<file path="src/rtl/regfile_rd_seq_if.sv">
// Request/response handshake between the decode stage (master) and the
// register-file read sequencer (slave).
interface regfile_rd_seq_if #(
    parameter int ADDR_WIDTH = 5,
    parameter int DATA_WIDTH = 32
);
    logic                  req_valid;
    logic                  req_ready;
    logic [ADDR_WIDTH-1:0] rs1_addr;
    logic [ADDR_WIDTH-1:0] rs2_addr;
    logic                  rsp_valid;
    logic                  rsp_ready;
    logic [DATA_WIDTH-1:0] rs1_data;
    logic [DATA_WIDTH-1:0] rs2_data;

    modport master (
        output req_valid, rs1_addr, rs2_addr, rsp_ready,
        input  req_ready, rsp_valid, rs1_data, rs2_data
    );

    modport slave (
        input  req_valid, rs1_addr, rs2_addr, rsp_ready,
        output req_ready, rsp_valid, rs1_data, rs2_data
    );
endinterface

</file>
<file path="src/rtl/regfile_rd_seq.sv">
// Read-side sequencer for a single-read-port register file. Reads rs1 then
// rs2 through the asynchronous RAM port and returns both operands together,
// snooping the write port so the held operands always track the newest write.
//
// state | meaning
// IDLE  | ready for a request, read port parked at 0
// RD1   | read port on rs1, capture rs1 operand at edge
// RD2   | read port on rs2, capture rs2 operand at edge
// RESP  | operands valid, waiting for consumer
module regfile_rd_seq #(
    parameter int ADDR_WIDTH = 5,
    parameter int DATA_WIDTH = 32,
    parameter int ZERO_REG   = 1
) (
    input  logic                  clk,
    input  logic                  rst,
    regfile_rd_seq_if.slave       bus,
    output logic [ADDR_WIDTH-1:0] rf_raddr,
    input  logic [DATA_WIDTH-1:0] rf_rdata,
    input  logic                  wr_en,
    input  logic [ADDR_WIDTH-1:0] wr_addr,
    input  logic [DATA_WIDTH-1:0] wr_data
);

    typedef enum logic [1:0] {
        IDLE = 2'd0,
        RD1  = 2'd1,
        RD2  = 2'd2,
        RESP = 2'd3
    } state_t;

    state_t                state;
    logic [ADDR_WIDTH-1:0] rs1_q;
    logic [ADDR_WIDTH-1:0] rs2_q;

    logic                  zero1, zero2;
    logic                  hit1, hit2;
    logic [DATA_WIDTH-1:0] sel1, sel2;

    // Operand select: zero register, then same-cycle write forward (the RAM
    // read is pre-write in the writing cycle), then the RAM read data.
    always_comb begin
        zero1 = (ZERO_REG != 0) && (rs1_q == '0);
        zero2 = (ZERO_REG != 0) && (rs2_q == '0);
        hit1  = wr_en && (wr_addr == rs1_q) && !zero1;
        hit2  = wr_en && (wr_addr == rs2_q) && !zero2;
        sel1  = zero1 ? '0 : (hit1 ? wr_data : rf_rdata);
        sel2  = zero2 ? '0 : (hit2 ? wr_data : rf_rdata);
    end

    // Sequencer FSM with all outputs registered; rf_raddr is loaded one
    // state ahead so it presents the address of the state being entered.
    always_ff @(posedge clk or posedge rst) begin
        if (rst) begin
            state         <= IDLE;
            rs1_q         <= '0;
            rs2_q         <= '0;
            rf_raddr      <= '0;
            bus.req_ready <= 1'b1;
            bus.rsp_valid <= 1'b0;
            bus.rs1_data  <= '0;
            bus.rs2_data  <= '0;
        end else begin
            case (state)
                IDLE: begin
                    if (bus.req_valid) begin
                        rs1_q         <= bus.rs1_addr;
                        rs2_q         <= bus.rs2_addr;
                        rf_raddr      <= bus.rs1_addr;
                        bus.req_ready <= 1'b0;
                        state         <= RD1;
                    end
                end
                RD1: begin
                    bus.rs1_data <= sel1;
                    rf_raddr     <= rs2_q;
                    state        <= RD2;
                end
                RD2: begin
                    bus.rs2_data <= sel2;
                    if (hit1) bus.rs1_data <= wr_data;
                    rf_raddr      <= '0;
                    bus.rsp_valid <= 1'b1;
                    state         <= RESP;
                end
                RESP: begin
                    // Snoop updates still apply on the handshake edge; the
                    // consumer has already taken the pre-update value.
                    if (hit1) bus.rs1_data <= wr_data;
                    if (hit2) bus.rs2_data <= wr_data;
                    if (bus.rsp_ready) begin
                        bus.rsp_valid <= 1'b0;
                        bus.req_ready <= 1'b1;
                        state         <= IDLE;
                    end
                end
                default: begin
                    state         <= IDLE;
                    rf_raddr      <= '0;
                    bus.req_ready <= 1'b1;
                    bus.rsp_valid <= 1'b0;
                end
            endcase
        end
    end

endmodule

</file>
<file path="src/flat_wrapper.sv">
// flat-port wrapper written by rule: the top's interface ports become plain ports
module regfile_rd_seq_flat 
#(
    parameter int ADDR_WIDTH = 5,
    parameter int DATA_WIDTH = 32,
    parameter int ZERO_REG   = 1
)
  (clk, rst, rf_raddr, rf_rdata, wr_en, wr_addr, wr_data, bus_req_valid, bus_rs1_addr, bus_rs2_addr, bus_rsp_ready, bus_req_ready, bus_rsp_valid, bus_rs1_data, bus_rs2_data);
  regfile_rd_seq_if #(.ADDR_WIDTH(ADDR_WIDTH), .DATA_WIDTH(DATA_WIDTH)) bus_i ();
  input  logic clk;
  input  logic rst;
  output logic [ADDR_WIDTH-1:0] rf_raddr;
  input  logic [DATA_WIDTH-1:0] rf_rdata;
  input  logic wr_en;
  input  logic [ADDR_WIDTH-1:0] wr_addr;
  input  logic [DATA_WIDTH-1:0] wr_data;
  input wire logic [$bits(bus_i.req_valid)-1:0] bus_req_valid;
  input wire logic [$bits(bus_i.rs1_addr)-1:0] bus_rs1_addr;
  input wire logic [$bits(bus_i.rs2_addr)-1:0] bus_rs2_addr;
  input wire logic [$bits(bus_i.rsp_ready)-1:0] bus_rsp_ready;
  output wire logic [$bits(bus_i.req_ready)-1:0] bus_req_ready;
  output wire logic [$bits(bus_i.rsp_valid)-1:0] bus_rsp_valid;
  output wire logic [$bits(bus_i.rs1_data)-1:0] bus_rs1_data;
  output wire logic [$bits(bus_i.rs2_data)-1:0] bus_rs2_data;
  assign bus_i.req_valid = bus_req_valid;
  assign bus_i.rs1_addr = bus_rs1_addr;
  assign bus_i.rs2_addr = bus_rs2_addr;
  assign bus_i.rsp_ready = bus_rsp_ready;
  assign bus_req_ready = bus_i.req_ready;
  assign bus_rsp_valid = bus_i.rsp_valid;
  assign bus_rs1_data = bus_i.rs1_data;
  assign bus_rs2_data = bus_i.rs2_data;
  regfile_rd_seq #(.ADDR_WIDTH(ADDR_WIDTH), .DATA_WIDTH(DATA_WIDTH), .ZERO_REG(ZERO_REG)) u_core (.clk(clk), .rst(rst), .bus(bus_i), .rf_raddr(rf_raddr), .rf_rdata(rf_rdata), .wr_en(wr_en), .wr_addr(wr_addr), .wr_data(wr_data));
endmodule
</file>
<file path="config.mk">
export PLATFORM = sky130hd
export DESIGN_NAME = regfile_rd_seq_flat
export DESIGN_NICKNAME = d
export VERILOG_FILES = /design/src/rtl/regfile_rd_seq_if.sv /design/src/rtl/regfile_rd_seq.sv /design/src/flat_wrapper.sv
export SDC_FILE = /design/constraint.sdc
export NUM_CORES = 1
export LEC_CHECK = 0
export CAP_MARGIN = 20
export CORE_ASPECT_RATIO = 1.2
export CORE_MARGIN = 2
export CORE_UTILIZATION = 42
export DETAILED_ROUTE_END_ITERATION = 16
export HOLD_SLACK_MARGIN = 0.03
export PLACE_DENSITY = 0.78
export RECOVER_POWER = 25
export REMOVE_ABC_BUFFERS = 1
export SLEW_MARGIN = 20
export SYNTH_ARGS = -nofsm -noshare
export SYNTH_HDL_FRONTEND = slang
export SYNTH_SLANG_ARGS = --single-unit
</file>
<file path="constraint.sdc">
create_clock -name clk -period 2.44 [get_ports clk]
set_input_delay 0.488 -clock clk [delete_from_list [all_inputs] [get_ports clk]]
set_output_delay 0.488 -clock clk [all_outputs]
set_load 0.02 [all_outputs]
</file>
==> run summary <==
P_int: 5.40 mW
Buf+Inv Stages, Crit Path: 2
Root Driver: clkbuf_16
Pwr dens: 1440 nW/um2
Vias in the first global route: 4365
Multi-input logic area: 2190 um2
Mux cell area share after synthesis: 2.90%
Reg area: 2080 um2
Library cells used by synthesis: 43
Pin count of the biggest net entering global routing: 84
Ys flop type: dfrtp_1
GPL Wtd Cong: 0.850
Worst vdd ir: 672 uV
Setup Total Neg Slack: 0 ps
DP HPWL: 9610 um
Fin crit period: 2140 ps
FFs w/ async S/R, synth: 100%
Reg clk slew, reported paths: 60 ps
Final clock period utilization by the worst path: 87.8%
Largest family of logic cells by synthesized area: compound AO/OA/AOI/OAI gates
H-tree depth: 3
Worst hold start: u_core.bus.rs2_data[3]
Reg-to-reg slack, setup: 370 ps
Reg-to-reg startpoint: u_core.rs1_q[1]
Worst-Skew Late Latency: 330 ps
Hold_ws: 512 ps
Critical path startpoint category: primary input
Required time of the critical path: 2680 ps
Most frequent cell after synthesis: dfrtp_1
Synthesized area: 4580 um2
Worst Max-Slew Pin Slew: 1180 ps
Post-synthesis adder-cell area fraction: 1.09%
Clock Skews: 11.3 ps
# fillers: 844
Flops & latches, synth: 83
Post-synthesis cell count: 495
RSZ-0062 raised after global routing: false
CP delay by family, top: simple AND/OR/NAND/NOR gates
Hold WC Path Type: reg -> reg
I/O Buffers: 154
Synth Area in XOR/XNOR: 1.91%
Commonest cells in the netlist: dfrtp_1, a21oi_1, nand2_1
Area Overhead vs Synth: 45.0%
Die area: 11800 um2
Worst hold path endpoint: u_core.bus.rs2_data[3]
N_diodes: 0
Max cap viols: 0
F_max: 467 MHz
Worst hold stages: 2
Setup CP Type: in -> reg
CP peak stage delay: 460 ps
Synth top area share: 44.8%
Post-synth EDFFs: 0
Sw Ratio: 43.7%
# setup viols final: 0
Reg2Reg Capture Point: u_core.bus.rs1_data[13]
CTS tree: done
Worst path arrival time: 2390 ps
Simple-gate share of the synthesized area: 12.4%
First-pass GRT wire length: 21800 um
DIE WIDTH: 99.3 um
IO Count: 155
Post-CTS Setup Inserts: 0
Post-synthesis cell type with the largest combined area: dfrtp_1
Post-route insts no fill: 774
CTS buffer count: 9
# DRC: 0
Synth top area cells: dfrtp_1, a221oi_2, a21oi_1
Crit path from: wr_addr[3]
Sequential share of power: 27.0%
Layout cell share with drive strength beyond 1: 13.3%
# clock sinks: 83
Total track usage: 22.9%
Status: completed
CTS resizes: 0
Worst path cell trace: clkdlybuf4s50_1, xnor2_1, nand4_2, nor4_4, buf_12, o22ai_1, a21oi_1
Compound-Gate Fraction of Synth Area: 28.8%
# rows: 41
DRT antenna net count: 0
Wire length per cell: 17.6 um
Leakage power: 2.76 nW
FF-to-FF path depth: 5
Psw: 4.19 mW
Drt first pass iters: 5
Core footprint: 10600 um2
Synth warn: 0
Worst path slowest cell: clkdlybuf4s50_1
Pins Over Slew Limit: 0
Total Wirelength: 13600 um
Clock Power Share: 13.7%
Seq/Total Area, Yosys: 45.4%
Antenna violations before repair: 0
Initial DRC count: 246
Initial Utilization: 43.3%
Placed cells: 760
Synth Area per Inst: 9.25 um2
Overflow after GRT: 0
Vias: 4349
Setup crit end kind: flip-flop
Via density: 5.62
Layout Nets: 730
Final Hold Vio Count: 0
Worst Path Max Fanout: 25
Die Span Y: 118 um
Hold Buf Count CTS: 0
Comb power frac: 59.4%
Max clock buf depth: 2
Worst slew margin: 21.2%
[routing by layer]
layer | vias up | wire [um] | global-route usage [%] | share of wire, %
met5 | - | 0 | 0 | 0
met2 | 181 | 7030 | 39.4 | 52
met4 | 0 | 191 | 8.13 | 1.4
met1 | 2105 | 5290 | 27.2 | 39
li1 | 2047 | - | - | -
met3 | 16 | 1110 | 6.27 | 8.1
[flip-flops by register name (all words and copies together), names as in the netlist]
name / flops
u_core.rs2_q: 5
u_core.bus.req_ready: 1
u_core.bus.rs2_data: 32
u_core.rf_raddr: 5
u_core.rs1_q: 5
u_core.state: 2
u_core.bus.rs1_data: 32
u_core.bus.rsp_valid: 1
[per-stage QoR]
step | cell area [um2] | total power [mW] | worst slack, ps | utilization (%)
5_1_grt | 6640 | 10.2 | 153 | 62.8
3_3_place_gp | 6370 | 8.09 | 33.8 | 60.3
4_1_cts | 6650 | 9.66 | 324 | 62.9
3_5_place_dp | 6370 | 8.30 | -25.2 | 60.3
6_report | 6640 | 9.59 | 298 | 62.8
2_1_floorplan | 4370 | 5.81 | -888 | -
[power by group through the flow]
stage / logic (mW) / clock network (mW) / registers, mW
3_3_place_gp: 5.52 / 0 / 2.57
5_1_grt: 6.18 / 1.40 / 2.67
3_5_place_dp: 5.69 / 0 / 2.61
6_report: 5.69 / 1.31 / 2.59
4_1_cts: 5.72 / 1.35 / 2.59
2_1_floorplan: 2.58 / 0 / 3.24
[cell families after synthesis]
logic type	after synthesis
mux	12
simple gates	131
xor+xnor	10
buf+inv	74
fa+ha+maj	4
compound gates	181
flops	83
[worst register-to-register path: cells and delay by family, from the launching register on]
kind / cells / cell delay, ps
AND/OR/NAND/NOR: 2 / 1000
flip-flops: 1 / 410
AO/OA/AOI/OAI: 3 / 580
[how the worst max path moves through the flow]
stage                               to  slack [ps]  cells after the start
2_1_floorplan  u_core.bus.rs2_data[29]        -890                      5
3_3_place_gp   u_core.bus.rs2_data[30]          30                      8
3_5_place_dp   u_core.bus.rs2_data[29]         -30                      7
4_1_cts        u_core.bus.rs1_data[13]         320                      7
5_1_grt        u_core.bus.rs1_data[13]         150                      7
6_report       u_core.bus.rs1_data[13]         300                      7
[layout make-up]
class                           instances  share of cell area, %
Clock buffer                           11                   3.66
Clock inverter                          3                  0.603
Inverter                               37                   2.11
Multi-Input combinational cell        338                   33.0
Sequential cell                        83                   31.3
Tap cell                              129                   2.43
Timing Repair Buffer                  173                   26.9
[layout by cell type, fill, tap and decap left out, types with 2 or more instances in the layout]
master           netlist  routed
a21oi_1               71      71
a221oi_1               2       2
a221oi_2              29      29
a31oi_1                6       6
buf_12                 0       8
buf_4                  6      10
clkbuf_16              0       9
clkdlybuf4s50_1        0     153
clkinv_2               0       2
dfrtp_1               82      82
ha_1                   4       4
inv_1                 37      36
mux2_2                10      10
mux2i_1                2       2
nand2_1               67      67
nor2_1                47      46
nor2_2                 1       2
nor2b_1                6       6
nor4_4                 1       2
o21ai_0               32      32
o22ai_1               31      31
xnor2_1                6       6
xor2_1                 4       4
(Power assumes the default switching activity.)
